[src/rtl/sprite_line_scheduler_if.sv]
// Bus bundle between the sprite line scheduler and the sprite controller / ROM / line buffer.
// master = scheduler side (owns ROM address and line-buffer write port), slave = controller side.
interface sprite_line_scheduler_if;
  logic        tbl_we;
  logic [4:0]  tbl_addr;
  logic [31:0] tbl_data;
  logic        line_start;
  logic [9:0]  line_num;
  logic [14:0] rom_addr;
  logic [11:0] rom_data;
  logic        lb_we;
  logic [9:0]  lb_addr;
  logic [11:0] lb_data;
  logic        busy;
  logic        done;
  logic        ovf;
  logic        late;

  modport master (
    input  tbl_we, tbl_addr, tbl_data, line_start, line_num, rom_data,
    output rom_addr, lb_we, lb_addr, lb_data, busy, done, ovf, late
  );

  modport slave (
    output tbl_we, tbl_addr, tbl_data, line_start, line_num, rom_data,
    input  rom_addr, lb_we, lb_addr, lb_data, busy, done, ovf, late
  );
endinterface

[src/rtl/sprite_line_scheduler.sv]
// Per-line sprite fill: scans the attribute table on line_start, fetches each covering sprite's row
// from the ROM and writes its opaque pixels to the line buffer; no backpressure, SPR_W+1 cycles/sprite.
module sprite_line_scheduler #(
  parameter int NSPR         = 20,
  parameter int SPR_W        = 32,
  parameter int SPR_H        = 32,
  parameter int MAX_PER_LINE = 8,
  parameter int H_ACTIVE     = 640
) (
  input logic                     clk,
  input logic                     reset,
  sprite_line_scheduler_if.master bus
);
  localparam int IDX_W = $clog2(NSPR);
  localparam int COL_W = $clog2(SPR_W);
  localparam int ROW_W = $clog2(SPR_H);
  localparam int CNT_W = $clog2(MAX_PER_LINE + 1);

  typedef enum logic [2:0] {S_IDLE, S_SCAN, S_FETCH, S_DRAIN, S_DONE} state_t;
  state_t state, state_nxt;

  logic             tbl_en [NSPR];
  logic [4:0]       tbl_id [NSPR];
  logic [9:0]       tbl_x  [NSPR];
  logic [9:0]       tbl_y  [NSPR];

  logic [IDX_W-1:0] idx;
  logic [CNT_W-1:0] count;
  logic [9:0]       cur_line;
  logic [4:0]       lat_id;
  logic [9:0]       lat_x;
  logic [ROW_W-1:0] lat_row;
  logic [COL_W-1:0] col;
  logic             wr_pend;
  logic [10:0]      wr_addr;
  logic             late_q;
  logic             busy_w;
  logic             hit, can_fetch, last_idx;
  logic [9:0]       sc_y;
  logic             unused_rsvd;

  assign unused_rsvd = ^bus.tbl_data[5:0];

  always_ff @(posedge clk or negedge reset) begin
    if (!reset) begin
      for (int i = 0; i < NSPR; i++) begin
        tbl_en[i] <= 1'b0;
        tbl_id[i] <= '0;
        tbl_x[i]  <= '0;
        tbl_y[i]  <= '0;
      end
    end else if (bus.tbl_we && (int'(bus.tbl_addr) < NSPR)) begin
      tbl_en[bus.tbl_addr] <= bus.tbl_data[31];
      tbl_id[bus.tbl_addr] <= bus.tbl_data[30:26];
      tbl_x[bus.tbl_addr]  <= bus.tbl_data[25:16];
      tbl_y[bus.tbl_addr]  <= bus.tbl_data[15:6];
    end
  end

  // Range test done in 11 bits so y near the top of the 10-bit range cannot wrap.
  assign sc_y      = tbl_y[idx];
  assign hit       = (state == S_SCAN) && tbl_en[idx] &&
                     ({1'b0, cur_line} >= {1'b0, sc_y}) &&
                     ({1'b0, cur_line} < ({1'b0, sc_y} + 11'(SPR_H)));
  assign can_fetch = hit && (count != CNT_W'(MAX_PER_LINE));
  assign last_idx  = (idx == IDX_W'(NSPR - 1));

  always_comb begin
    state_nxt = state;
    case (state)
      S_IDLE:  state_nxt = S_IDLE;
      S_SCAN:  if (can_fetch) state_nxt = S_FETCH;
               else if (last_idx) state_nxt = S_DONE;
      S_FETCH: if (col == '1) state_nxt = S_DRAIN;
      S_DRAIN: state_nxt = last_idx ? S_DONE : S_SCAN;
      S_DONE:  state_nxt = S_IDLE;
      default: state_nxt = S_IDLE;
    endcase
    if (bus.line_start) state_nxt = S_SCAN;
  end

  always_ff @(posedge clk or negedge reset) begin
    if (!reset) begin
      state    <= S_IDLE;
      idx      <= '0;
      count    <= '0;
      cur_line <= '0;
      lat_id   <= '0;
      lat_x    <= '0;
      lat_row  <= '0;
      col      <= '0;
      wr_pend  <= 1'b0;
      wr_addr  <= '0;
      late_q   <= 1'b0;
    end else begin
      state   <= state_nxt;
      wr_pend <= 1'b0;
      if (bus.line_start) begin
        // A new line always restarts from entry 0; any pending pixel of the old line is dropped.
        idx      <= '0;
        count    <= '0;
        cur_line <= bus.line_num;
        if (busy_w) late_q <= 1'b1;
      end else begin
        case (state)
          S_SCAN: begin
            if (can_fetch) begin
              lat_id  <= tbl_id[idx];
              lat_x   <= tbl_x[idx];
              lat_row <= ROW_W'(cur_line - sc_y);
              count   <= count + 1'b1;
              col     <= '0;
            end else if (!last_idx) begin
              idx <= idx + 1'b1;
            end
          end
          S_FETCH: begin
            wr_pend <= 1'b1;
            wr_addr <= {1'b0, lat_x} + 11'(col);
            col     <= col + 1'b1;
          end
          S_DRAIN: idx <= idx + 1'b1;
          default: ;
        endcase
      end
    end
  end

  assign busy_w       = (state == S_SCAN) || (state == S_FETCH) || (state == S_DRAIN);
  assign bus.busy     = busy_w;
  assign bus.done     = (state == S_DONE);
  assign bus.ovf      = hit && !can_fetch;
  assign bus.late     = late_q;
  assign bus.rom_addr = (state == S_FETCH) ? {lat_id, lat_row, col} : '0;
  assign bus.lb_we    = wr_pend && (bus.rom_data != '0) && (wr_addr < 11'(H_ACTIVE));
  assign bus.lb_addr  = wr_addr[9:0];
  assign bus.lb_data  = bus.lb_we ? bus.rom_data : '0;
endmodule

[src/flat_wrapper.sv]
// flat-port wrapper written by rule: the top's interface ports become plain ports
module sprite_line_scheduler_flat 
#(
  parameter int NSPR         = 20,
  parameter int SPR_W        = 32,
  parameter int SPR_H        = 32,
  parameter int MAX_PER_LINE = 8,
  parameter int H_ACTIVE     = 640
)
  (clk, reset, bus_tbl_we, bus_tbl_addr, bus_tbl_data, bus_line_start, bus_line_num, bus_rom_data, bus_rom_addr, bus_lb_we, bus_lb_addr, bus_lb_data, bus_busy, bus_done, bus_ovf, bus_late);
  sprite_line_scheduler_if bus_i ();
  input logic clk;
  input logic reset;
  input wire logic [$bits(bus_i.tbl_we)-1:0] bus_tbl_we;
  input wire logic [$bits(bus_i.tbl_addr)-1:0] bus_tbl_addr;
  input wire logic [$bits(bus_i.tbl_data)-1:0] bus_tbl_data;
  input wire logic [$bits(bus_i.line_start)-1:0] bus_line_start;
  input wire logic [$bits(bus_i.line_num)-1:0] bus_line_num;
  input wire logic [$bits(bus_i.rom_data)-1:0] bus_rom_data;
  output wire logic [$bits(bus_i.rom_addr)-1:0] bus_rom_addr;
  output wire logic [$bits(bus_i.lb_we)-1:0] bus_lb_we;
  output wire logic [$bits(bus_i.lb_addr)-1:0] bus_lb_addr;
  output wire logic [$bits(bus_i.lb_data)-1:0] bus_lb_data;
  output wire logic [$bits(bus_i.busy)-1:0] bus_busy;
  output wire logic [$bits(bus_i.done)-1:0] bus_done;
  output wire logic [$bits(bus_i.ovf)-1:0] bus_ovf;
  output wire logic [$bits(bus_i.late)-1:0] bus_late;
  assign bus_i.tbl_we = bus_tbl_we;
  assign bus_i.tbl_addr = bus_tbl_addr;
  assign bus_i.tbl_data = bus_tbl_data;
  assign bus_i.line_start = bus_line_start;
  assign bus_i.line_num = bus_line_num;
  assign bus_i.rom_data = bus_rom_data;
  assign bus_rom_addr = bus_i.rom_addr;
  assign bus_lb_we = bus_i.lb_we;
  assign bus_lb_addr = bus_i.lb_addr;
  assign bus_lb_data = bus_i.lb_data;
  assign bus_busy = bus_i.busy;
  assign bus_done = bus_i.done;
  assign bus_ovf = bus_i.ovf;
  assign bus_late = bus_i.late;
  sprite_line_scheduler #(.NSPR(NSPR), .SPR_W(SPR_W), .SPR_H(SPR_H), .MAX_PER_LINE(MAX_PER_LINE), .H_ACTIVE(H_ACTIVE)) u_core (.clk(clk), .reset(reset), .bus(bus_i));
endmodule
[config.mk]
export PLATFORM = sky130hd
export DESIGN_NAME = sprite_line_scheduler_flat
export DESIGN_NICKNAME = d
export VERILOG_FILES = /design/src/rtl/sprite_line_scheduler_if.sv /design/src/rtl/sprite_line_scheduler.sv /design/src/flat_wrapper.sv
export SDC_FILE = /design/constraint.sdc
export NUM_CORES = 1
export LEC_CHECK = 0
export ABC_CLOCK_PERIOD_IN_PS = 5900
export CAP_MARGIN = 5
export CORE_AREA = 2 2 211 265
export DETAILED_ROUTE_END_ITERATION = 7
export DIE_AREA = 0 0 213 267
export PLACE_DENSITY = 0.67
export SLEW_MARGIN = 20
export SYNTH_ARGS = -nofsm -noshare
export SYNTH_HDL_FRONTEND = slang
export SYNTH_SLANG_ARGS = --single-unit
[constraint.sdc]
create_clock -name clk -period 5.9 [get_ports clk]
set_input_delay 0.885 -clock clk [delete_from_list [all_inputs] [get_ports clk]]
set_output_delay 0.885 -clock clk [all_outputs]
set_load 0.02 [all_outputs]
==> run summary, run 1 <==
After detailed routing, the met2 layer carries 33.3 mm of wire. Yosys mapped a number of flops with a built-in enable equal to 0. The number of antenna violations at the first check in global routing was 2; the clock slew seen by the registers of the worst setup and hold paths was 0.06 ns. The logs give 1899 for the total nets after synthesis and 0 for the max-slew violation count.

The worst path required time was 5.02 ns. The run gives 0.827 as the final weighted congestion in routability-driven placement. TritonCTS built the clock tree.

The area fraction in compound gates after synthesis is 0.0285, and the height of the die is 267 µm. Once detail routing completed, the nets flagged for antenna violations numbered 0. The detailed router put a total of 27.8 mm of wire on met1.

The sequential area share after synthesis is 0.538, and the critical path data arrival time is 4.74 ns. For the leftover overflow at the end of global routing, the log shows 0. The setup check on the worst reg-to-reg path leaves a slack of 0.99 ns. The pre-antenna-repair detailed-routing pass consisted of 5 iterations. Dividing the detail-routed wire length by the instance count gives 24.9 µm. The run gives 0 as the count of final hold-check violations.

The max-slew headroom at the worst pin was 0.282. Row generation in the floorplan step produced 96 rows. Setup violations remaining at the end of the flow were counted as 0. The share of layout cells above drive strength 1 is 0.448.

The total core area came out at 54400 µm². The critical path in this run is classified as flip-flop to primary output. The final clock skew is 0.0135 ns. The repair_antennas step left the layout with diodes totalling 0.

In this run the clock root is driven by a sky130_fd_sc_hd__clkbuf_16. The logs give 14500 µm² for the storage element area and 2.88 mm for the routed length on met3. Across the VDD grid, the largest voltage drop is 0.000343 V. Startpoint of the worst-slack reg-to-reg timing path: u_core.idx[0]. The post-synthesis xor/xnor area fraction was 0.00422.

The share of synthesized flip-flops with an asynchronous set or reset works out to 1.00. The timing-limited maximum frequency was 178 MHz. For the leakage component of the power, the log shows 13.9 nW. The most used flip-flop cell after synthesis is sky130_fd_sc_hd__dfrtp_1. The tools report the reported max-cap violation count as 0. Setup repair after global routing left no endpoint under its margin. Buffers placed on the I/O ports in this run total 98. For this block, the initial DRC count from the detailed router was 949.

The flow ran to the end, and the final reports show no timing, DRC or antenna violations. The cell area after synthesis came out at 27000 µm². In the routed layout, each cell is associated on average with a via count of 5.87. Measured along the x axis, the die boundary spans 213 µm. The maximum level of the CTS H-tree was 2.

After synthesis, the cell types taking the most area are sky130_fd_sc_hd__dfrtp_1 54%, sky130_fd_sc_hd__mux2_2 22%, sky130_fd_sc_hd__mux4_2 11%. The overall die area came out at 56900 µm². The adder and majority cell fraction of the synthesized area is 0.0135, and the total DRC errors in the routed layout is 0. STA classifies the critical path startpoint as a flip-flop. From synthesis to final layout, the design area changed by 14.5%. For this design the top-level I/O count stands at 105. The tools report the initial core utilization as 0.496.

At the pin with the least slew margin, the transition time is 1.07 ns. The critical-path maximum fanout was 14. The average instance area after synthesis is 14.9 µm².

Detailed routing inserted a total of 15601 vias. The topmost layer with routed signal wires is met5. The clock reaches the later pin of the worst-skew pair after 0.63 ns. After synthesis, the most frequently instantiated cells are 580 x sky130_fd_sc_hd__dfrtp_1, 537 x sky130_fd_sc_hd__mux2_2, 134 x sky130_fd_sc_hd__mux4_2, 122 x sky130_fd_sc_hd__clkbuf_1, 57 x sky130_fd_sc_hd__nand2_1. The tools report the last element of the critical path as bus_ovf. The power consumption was 12.6 mW. The first global-routing pass estimated 103 mm of wire.

The category of the worst setup path capture point was a primary output. The run gives 1808 as the cell count after synthesis. The most critical setup path has its startpoint at u_core.idx[0]. The multiplexer share of the synthesized area is 0.351. Global routing usage summed across all routing layers: 0.243. The tools report the sum of negative setup slack as 0 ns. Share of the cycle needed by the critical path after routing: 0.953. During synthesis, Yosys emitted a total of 0 warnings. The logs give 4287 for the filler cell count in the final layout and 140 for the maximum number of pins on one net before global-route repair. Counting distinct cell types in the post-synthesis netlist gives 63. In this run the critical register-to-register path is captured at u_core.col[2]. The multi-input combinational cell area is 11700 µm², and the final period demand of the worst path is 5.62 ns. The cell count of the worst reg-to-reg path is 15. The power density normalized to cell area is 407 nW/µm², and the maximum root-to-sink buffer count is 3.

By instance count, the leading cell after synthesis is sky130_fd_sc_hd__dfrtp_1. After synthesis, the largest family of logic cells by area is multiplexers. The cell type with the highest aggregate area in the netlist is sky130_fd_sc_hd__dfrtp_1. Counting every sink on the clock net gives 580. The final wirelength came out at 66.0 mm.

The number of global-route vias before repair is 16848, and the simple logic cell fraction of the synthesized area is 0.0329. For this design, the CTS-stage hold fixing added 0 buffers. Area share of the largest cell type after synthesis: 0.538.

Once detailed placement completed, the half-perimeter wirelength came to 39.3 mm. The min-delay analysis places its worst path in the category input port to async pin. The final-stage net count was 1962; the number of flip-flops and latches in the synthesized netlist was 580. Clock tree synthesis inserted a total of 59 buffers.
## flip-flops by register name (all words and copies together) (netlist names)
name,flops
u_core.wr_pend,1
u_core.tbl_x,200
u_core.col,5
u_core.lat_row,5
u_core.wr_addr,11
u_core.cur_line,10
u_core.count,4
u_core.state,3
u_core.tbl_y,200
u_core.bus.late,1
u_core.tbl_id,100
u_core.lat_x,10
u_core.tbl_en,20
u_core.idx,5
u_core.lat_id,5
## how the worst min path moves through the flow
stage	slack, ns	depth (start not counted)	end	start
after floorplan	0.44	2	u_core.wr_addr[10]	u_core.wr_addr[10]
after global placement	0.44	1	u_core.bus.late	u_core.bus.late
after detailed placement	0.45	1	u_core.bus.late	u_core.bus.late
after CTS	0.33	1	u_core.cur_line[5]	reset
after global routing	0.36	1	u_core.cur_line[5]	reset
final	0.29	1	u_core.cur_line[0]	reset
## cell usage in the layout (no fill, tap or decap), drive strengths merged, types with 4 or more instances in the layout
cell and n:
a221oi 17, nor3 12, nor3b 7, clkinv 14
ha 26, o2bb2ai 4, a31oi 6, nor4 5
a21o 5, and3 4, o21a 6, nor2 26
buf 67, clkdlybuf4s50 96, nand3 6, clkbuf 88
clkinvlp 4, nand2 57, inv 40, mux2i 17
a211oi 4, a21oi 26, mux4 142, and2 23
bufinv 4, o21ai 26, mux2 540, or3 5
nor2b 10, dfrtp 580, xnor2 10, a22oi 5
## logic make-up (layout without fill, tap and decap cells)
group | count (synthesis) | after routing
mux | 699 | 699
buf+inv | 201 | 314
compound gates | 115 | 115
flops | 580 | 580
xor+xnor | 13 | 13
fa+ha+maj | 28 | 28
simple gates | 172 | 172
## final cells by class
cell class / instances / area share
sequential: 580 / 0.470
multi-input combinational: 1027 / 0.379
clock buffer: 88 / 0.0581
timing repair buffer: 164 / 0.0514
tap: 735 / 0.0297
clock inverter: 23 / 0.00777
inverter: 39 / 0.00474
## through the flow
stage / hold slack, ns / util / instance area [µm²] / instances / setup WS [ns]
floorplan: 0.436 / - / 27000 / 1808 / 0.513
global placement: 0.438 / 0.529 / 28800 / 2541 / 0.224
detailed placement: 0.452 / 0.529 / 28800 / 2541 / 0.214
CTS: 0.333 / 0.567 / 30900 / 2655 / 0.216
global route: 0.365 / 0.568 / 30900 / 2656 / 0.0117
finish: 0.285 / 0.568 / 30900 / 2656 / 0.280
## where the power goes
part	internal, mW	switching [mW]
Sequential	4.77	0.405
Combinational	1.97	1.55
Clock	2.28	1.60
## critical path, cell delays in order (launching register included)
cell and delay, ns:
sky130_fd_sc_hd__dfrtp_4 0.43, sky130_fd_sc_hd__buf_12 0.17, sky130_fd_sc_hd__buf_12 0.19, sky130_fd_sc_hd__buf_4 0.22, sky130_fd_sc_hd__mux2i_1 0.27, sky130_fd_sc_hd__a211oi_2 0.10
sky130_fd_sc_hd__a221oi_1 0.32, sky130_fd_sc_hd__buf_4 0.21, sky130_fd_sc_hd__inv_1 0.05, sky130_fd_sc_hd__ha_1 0.23, sky130_fd_sc_hd__xor2_1 0.17, sky130_fd_sc_hd__ha_1 0.30
sky130_fd_sc_hd__and4b_1 0.18, sky130_fd_sc_hd__o21ai_0 0.09, sky130_fd_sc_hd__a31oi_1 0.24, sky130_fd_sc_hd__a21boi_1 0.37, sky130_fd_sc_hd__nor4b_4 0.09, sky130_fd_sc_hd__buf_4 0.14
sky130_fd_sc_hd__dlygate4sd2_1 0.31
## per-layer routing
metal | global-route usage | vias up
li1 | - | 6794
met1 | 0.323 | 8394
met2 | 0.409 | 313
met3 | 0.0362 | 96
met4 | 0.0852 | 4
met5 | 0 | -
## repair_timing
| action | CTS | global route |
|---|---|---|
| pin swaps | 1 | 1 |
| setup endpoints to repair | 1 | 1 |
| buffers inserted | 3 | 1 |
| gates resized for setup | 2 | 1 |
Power figures use the tool's default switching activity.
==> run 2, diff against run 1 <==
--- a/config.mk
+++ b/config.mk
@@ -5,7 +5,7 @@
 export SDC_FILE = /design/constraint.sdc
 export NUM_CORES = 1
 export LEC_CHECK = 0
-export ABC_CLOCK_PERIOD_IN_PS = 5900
+export ABC_CLOCK_PERIOD_IN_PS = 5200
 export CAP_MARGIN = 5
 export CORE_AREA = 2 2 211 265
 export DETAILED_ROUTE_END_ITERATION = 7
==> constraint.sdc (replaced) <==
create_clock -name clk -period 5.2 [get_ports clk]
set_input_delay 0.78 -clock clk [delete_from_list [all_inputs] [get_ports clk]]
set_output_delay 0.78 -clock clk [all_outputs]
set_load 0.02 [all_outputs]
==> run 2 against run 1 <==
  * Sequential share of layout area decreased by 0.56 points
  * Highest routed layer unchanged
  * Count of clock-buffer cells in the layout increased by 4
  * Total power increased by 16%
  * Critical path type unchanged
==> run summary, run 2 (synthesis results as in run 1) <==
The tools report the worst path required time as 4.42 ns (-0.60 ns). The run gives 0 (unchanged) as the max-slew violation count. For the maximum level of the CTS H-tree, the log shows 2 (unchanged). Slowest cell on the critical path: sky130_fd_sc_hd__dfrtp_4.

The logs give 0.805 (-2.7%) for the final weighted congestion in routability-driven placement and 14.0 nW (+0.89%) for the leakage component of the power. The critical-path maximum fanout was 8 (-6); the count of final hold-check violations was 0 (unchanged). The total DRC errors in the routed layout was 0 (unchanged). The number of antenna violations at the first check in global routing was 1 (-1).

For the multi-input combinational cell area, the log shows 11800 µm² (+0.65%). The final wirelength was 64.7 mm (-2.0%); the final clock skew was 0.0175 ns (+0.00403 ns). The beginning of the critical path was u_core.idx[0]. The ratio of routed vias to standard cells is 5.86 (-0.31%).

The min-delay analysis places its worst path in the category input port to async pin. The run finished with clean final reports. Derived from the worst setup path, the maximum achievable clock frequency is 198 MHz. The power consumption was 14.6 mW (+16%); the final cell count without fillers was 2684 (+1.1%). Iteration-0 DRC count of the detailed router: 1096 (+15%). Routed wire length per instance: 24.1 µm (-3.0%). The tools report the CTS root buffer as sky130_fd_sc_hd__clkbuf_16. The tools report the category of the worst setup path launch point as a flip-flop.

The number of global-route vias before repair was 16973 (+0.74%). In the layout the commonest cells are 577 x sky130_fd_sc_hd__dfrtp_1, 537 x sky130_fd_sc_hd__mux2_2, 136 x sky130_fd_sc_hd__mux4_2. The tools report the global routing usage summed across all routing layers as 0.235 (-0.00853).

The power density normalized to cell area came out at 466 nW/µm² (+15%). The maximum root-to-sink buffer count came out at 3 (unchanged). For the cell row count, the log shows 96 (unchanged). The category of the worst setup path capture point is a primary output. The share of layout cells above drive strength 1 is 0.462 (+0.0138), and the final antenna-violating net count is 0 (unchanged). The detailed-routing iteration count for the pre-antenna-repair pass is 5 (unchanged), and the transition time at the pin with the least slew margin is 1.08 ns (+0.00923 ns).

The tools report the max-slew headroom at the worst pin as 0.275 (-0.00716). For the number of placed instances with taps included, the log shows 2556 (+0.59%). The leading cell type in the layout, fill and taps excluded is sky130_fd_sc_hd__dfrtp_1. The final-stage net count was 1992 (+1.5%); the peak supply drop was 0.000284 V (-17%). The die boundary width was 213 µm (unchanged); the number of CTS-inserted buffers was 58 (-1.7%). The leftover overflow at the end of global routing is 0 (unchanged), and the wire length of the first global-routing pass is 100 mm (-2.5%).

Storage element area: 14500 µm² (unchanged). The run gives 39.7 mm (+0.87%) as the post-DP HPWL. The count of pins on the block boundary is 105 (unchanged). The critical path goes through buf_12, mux4_2, mux4_2, a22oi_2, buf_6, ha_4, nor2b_4, o31a_1, o21ai_1, a31oi_1, a21boi_2, nor4b_2, buf_4. The total of buffers placed on input and output ports is 98 (unchanged). Stage delay of the slowest cell on the critical path: 0.57 ns (+0.14 ns). The run gives 54400 µm² (unchanged) as the total core area. Maximum number of pins on one net before global-route repair: 139 (-0.71%).

Overall die area: 56900 µm² (unchanged). Final setup violation count: 0 (unchanged). The clock slew seen by the registers of the worst setup and hold paths came out at 0.06 ns (about the same). The tools report the reported max-cap violation count as 0 (unchanged). Setup repair after global routing could not meet its margin everywhere. The largest registers in the layout are u_core.tbl_x: 200 flops, u_core.tbl_y: 200 flops, u_core.tbl_id: 100 flops. In this run the critical register-to-register path is launched from u_core.idx[0].

Overall via count from detail_route: 15716 (+0.74%). The share of the cycle needed by the critical path after routing is 0.972. The height of the die was 267 µm (unchanged); the filler cell count in the final layout was 4240 (-1.1%). The logs give 580 (unchanged) for the number of clock sinks and 4.28 ns (-0.46 ns) for the critical path data arrival time. Relative to the synthesized area, the layout overhead comes to 15.9%. The path type of the worst setup path is flip-flop to primary output. For the clock latency on the worst-skew pair, the log shows 0.62 ns (about the same). The clock period could shrink to 5.06 ns.

TritonCTS built the clock tree. The initial core utilization came out at 0.496 (unchanged). Among the stages of the critical path, the cell type that occurs most often is sky130_fd_sc_hd__mux4_2.
==> run 2: cell count changes in the layout (fill, tap and decap cells not counted), sizes merged <==
cell         before  now
clkbuf           88   94
buf              67   97
clkinvlp          4    0
bufinv            4    5
clkinv           14    8
diode             0    1
dlygate4sd2       1    0
inv              40   41
==> run 2: report_power, final <==
group          leakage, nW  switching (mW)  internal (mW)
Combinational         5.62            1.82           2.48
Sequential            7.38           0.496           5.41
Clock                0.996            1.76           2.60
==> run 2: path summary, 6_finish.rpt <==
kind	end	slack (ns)	cells past startpoint
hold reg to reg	u_core.bus.late	0.47	1
setup / recovery	bus_ovf	0.14	13
max in group asynchronous	u_core.tbl_y[184]	3.83	2
hold / removal	u_core.count[3]	0.17	1
min in group clk	u_core.bus.late	0.47	1
setup reg to reg	u_core.lat_id[0]	0.40	18
==> run 2: what timing repair did <==
item / in CTS / in global routing
hold buffers: 0 / 0
setup endpoints to repair: 1 / 1
pin swaps: 0 / 14
setup buffers: 4 / 14
resized for setup: 7 / 36
cloned: 0 / 2
==> run 2: per-layer routing <==
layer  track usage  wire length, µm  up-vias
li1              -                -     6847
met1         0.311            27400     8509
met2         0.395            33000      261
met3        0.0428             2600       97
met4        0.0716             1720        2
met5             0               11        -
==> run 2: layout make-up <==
| type | instances | share of cell area |
|---|---|---|
| multi-input combinational | 1027 | 0.376 |
| antenna | 1 | 0.0000800 |
| tap | 735 | 0.0294 |
| timing repair buffer | 195 | 0.0610 |
| clock buffer | 92 | 0.0572 |
| sequential | 580 | 0.464 |
| clock inverter | 15 | 0.00700 |
| inverter | 39 | 0.00468 |
==> run 2: metrics by stage <==
stage	setup WS, ns	util	setup TNS (ns)	instance area (µm²)	hold slack, ns
finish	0.144	0.575	0	31300	0.170
global route	-0.0156	0.575	-0.0156	31300	0.201
CTS	0.0376	0.569	0	31000	0.159
detailed placement	0.131	0.531	0	28900	0.448
global placement	0.137	0.531	0	28900	0.440
floorplan	0.179	-	0	27000	0.436
==> run 2: critical path, delay by kind of cell (launching register included) <==
family / cells / cell delay, ns
compound gates: 5 / 0.91
buf+inv: 3 / 0.51
mux: 2 / 1.01
fa+ha+maj: 1 / 0.20
simple gates: 2 / 0.44
flops: 1 / 0.57
==> run 3, diff against run 2 <==
--- a/config.mk
+++ b/config.mk
@@ -11,6 +11,7 @@
 export DETAILED_ROUTE_END_ITERATION = 7
 export DIE_AREA = 0 0 213 267
 export PLACE_DENSITY = 0.67
+export SETUP_SLACK_MARGIN = 0.3
 export SLEW_MARGIN = 20
 export SYNTH_ARGS = -nofsm -noshare
 export SYNTH_HDL_FRONTEND = slang
==> run 3 against run 2 <==
  * Count of clock-buffer cells in the layout is 4 lower
  * Non-clock buffer count decreased by 6
  * Via count about the same
==> run summary, run 3 (synthesis results as in run 1) <==
Number of CTS-inserted buffers: 59 (+1.7%). The run gives 0.61 ns (about the same) as the clock latency on the worst-skew pair. The sum of negative setup slack is 0 ns (unchanged), and the count of final hold-check violations is 0 (unchanged).

The cell count of the worst reg-to-reg path works out to 20 (+2). The tools report the maximum number of pins on one net before global-route repair as 141 (+1.4%). Final cell count without fillers: 2678 (-0.22%).

The share of layout cells above drive strength 1 works out to 0.462 (about the same). The ratio of routed vias to standard cells was 5.87 (+0.31%). The run gives 0.259 (-0.0158) as the max-slew headroom at the worst pin.

The area added between synthesis and finish is 15.9% (about the same). The clock slew seen by the registers of the worst setup and hold paths is 0.06 ns (about the same), and the number of antenna violations at the first check in global routing is 2 (+1). The worst setup path is captured at a primary output. The number of clock sinks came out at 580 (unchanged).

The flow ran to the end, and the final reports show no timing, DRC or antenna violations. The detailed-routing iteration count for the pre-antenna-repair pass was 5 (unchanged); the final wirelength was 65.8 mm (+1.6%). The final antenna-violating net count was 0 (unchanged).

For the total DRC errors in the routed layout, the log shows 0 (unchanged). The logs give 0.790 (-1.9%) for the final weighted congestion in routability-driven placement and 102 mm (+1.2%) for the wire length of the first global-routing pass. The tools report the final clock skew as 0.0168 ns (-0.000716 ns).

The leftover overflow at the end of global routing came out at 0 (unchanged). The tools report the critical path data arrival time as 4.28 ns (about the same). The maximum level of the CTS H-tree is 2 (unchanged), and the number of global-route vias before repair is 16920 (-0.31%).

The critical path in this run is classified as flip-flop to primary output. Final-stage net count: 1987 (-0.25%). The iteration-0 DRC count of the detailed router is 1074 (-2.0%).

The power density normalized to cell area was 465 nW/µm² (-0.11%). The run gives 14.0 nW (-0.20%) as the leakage component of the power. The max-slew violation count is 0 (unchanged). The critical-path maximum fanout was 6 (-2). For the tightest hold margin, the log shows 0.210 ns (+0.0399 ns). The share of the cycle needed by the critical path after routing came out at 0.973 (about the same). TritonCTS built the clock tree. The tools report the count of antenna diodes in the layout as 0 (-1).

The final setup violation count came out at 0 (unchanged). The tree is rooted in a sky130_fd_sc_hd__clkbuf_16. The library cell used most frequently in the layout, excluding fill and tap cells, is sky130_fd_sc_hd__dfrtp_1. Setup repair after global routing could not meet its margin everywhere.

Total of buffers placed on input and output ports: 98 (unchanged). The run gives 56900 µm² (unchanged) as the overall die area. For the total core area, the log shows 54400 µm² (unchanged).

In the final layout, the registers with the most flip-flops are u_core.tbl_x: 200 flops, u_core.tbl_y: 200 flops, u_core.tbl_id: 100 flops. The logs give 96 (unchanged) for the cell row count and 14.6 mW (about the same) for the power consumption. The number of placed instances with taps included was 2552 (-0.16%); the height of the die was 267 µm (unchanged).

The timing-limited maximum frequency was 198 MHz (about the same). For the worst path required time, the log shows 4.42 ns (about the same). The peak supply drop came out at 0.000317 V (+12%). In the layout the commonest cells are 577 x sky130_fd_sc_hd__dfrtp_1, 537 x sky130_fd_sc_hd__mux2_2, 136 x sky130_fd_sc_hd__mux4_2. For the initial core utilization, the log shows 0.496 (unchanged).

The run gives 28900 µm² (about the same) as the total cell area at the placement stage. The routed wire length per instance is 24.6 µm (+1.8%), and the final period demand of the worst path is 5.06 ns (+0.00335 ns). Worst min-delay path class: input port to async pin. The maximum root-to-sink buffer count was 3 (unchanged).

The overall via count from detail_route came out at 15729 (+0.083%). Post-layout instance area: 31300 µm² (about the same). The post-DP HPWL is 39.5 mm (-0.51%). STA classifies the critical path startpoint as a flip-flop. The reported max-cap violation count was 0 (unchanged). The count of pins on the block boundary was 105 (unchanged); the die boundary width was 213 µm (unchanged).

The transition time at the pin with the least slew margin was 1.11 ns (+0.0248 ns). The run gives 0.239 (+0.00359) as the global routing usage summed across all routing layers.
-- run 3: cell count changes in the layout (fill, tap and decap cells not counted), sizes merged --
cell / delta
buf: -4
clkbuf: -6
diode: -1
inv: -2
clkinv: +5
clkinvlp: +2
-- run 3: where the power goes --
group | switching, mW | internal, mW
logic | 1.90 | 2.49
registers | 0.463 | 5.41
clock network | 1.75 | 2.55
total | 4.11 | 10.4
-- run 3: worst max-delay path: stages (launching register included) --
cell,delay (ns)
sky130_fd_sc_hd__dfrtp_4,0.43
sky130_fd_sc_hd__buf_12,0.15
sky130_fd_sc_hd__buf_12,0.14
sky130_fd_sc_hd__mux4_2,0.49
sky130_fd_sc_hd__mux4_2,0.48
sky130_fd_sc_hd__a22oi_1,0.17
sky130_fd_sc_hd__buf_4,0.18
sky130_fd_sc_hd__ha_1,0.24
sky130_fd_sc_hd__nor2b_1,0.15
sky130_fd_sc_hd__o31a_1,0.27
sky130_fd_sc_hd__o21ai_2,0.15
sky130_fd_sc_hd__a31oi_2,0.13
sky130_fd_sc_hd__o31a_1,0.17
sky130_fd_sc_hd__nor4b_4,0.31
sky130_fd_sc_hd__buf_4,0.19
-- run 3: cell type report --
type / instances / area (µm²)
flip-flops and latches: 580 / 14500
inverters: 39 / 146
fillers: 4308 / 23100
well taps: 735 / 920
repair buffers: 189 / 1900
clock buffers: 88 / 1740
clock inverters: 20 / 234
multi-input cells: 1027 / 11800
-- run 3: path summary, 6_finish.rpt --
kind / from / to / slack (ns)
worst max-delay path: u_core.idx[0] / bus_ovf / 0.14
worst min-delay path: reset / u_core.cur_line[6] / 0.21
worst max register to register: u_core.idx[0] / u_core.lat_x[6] / 0.52
worst min register to register: u_core.bus.late / u_core.bus.late / 0.48
max in group asynchronous: reset / u_core.tbl_x[163] / 3.65
min in group clk: u_core.bus.late / u_core.bus.late / 0.48
-- run 3: timing repair --
action,CTS,global route
endpoints found under the setup margin,1,15
hold endpoints to repair,0,0
resized for setup,38,12
pin swaps,17,5
setup buffers,14,1
hold buffers,0,0
cloned,3,0
-- run 3: through the flow --
stage          worst slack, ns   util
6_report                 0.141  0.575
4_1_cts                  0.108  0.574
2_1_floorplan            0.329      -
5_1_grt                -0.0421  0.575
3_5_place_dp             0.120  0.531
3_3_place_gp             0.248  0.531
-- run 3: metal layers --
layer,global-route usage,vias up,wire (µm)
li1,-,6826,-
met3,0.0364,98,2310
met4,0.0684,4,1720
met5,0,-,28
met1,0.323,8517,28600
met2,0.400,284,33100
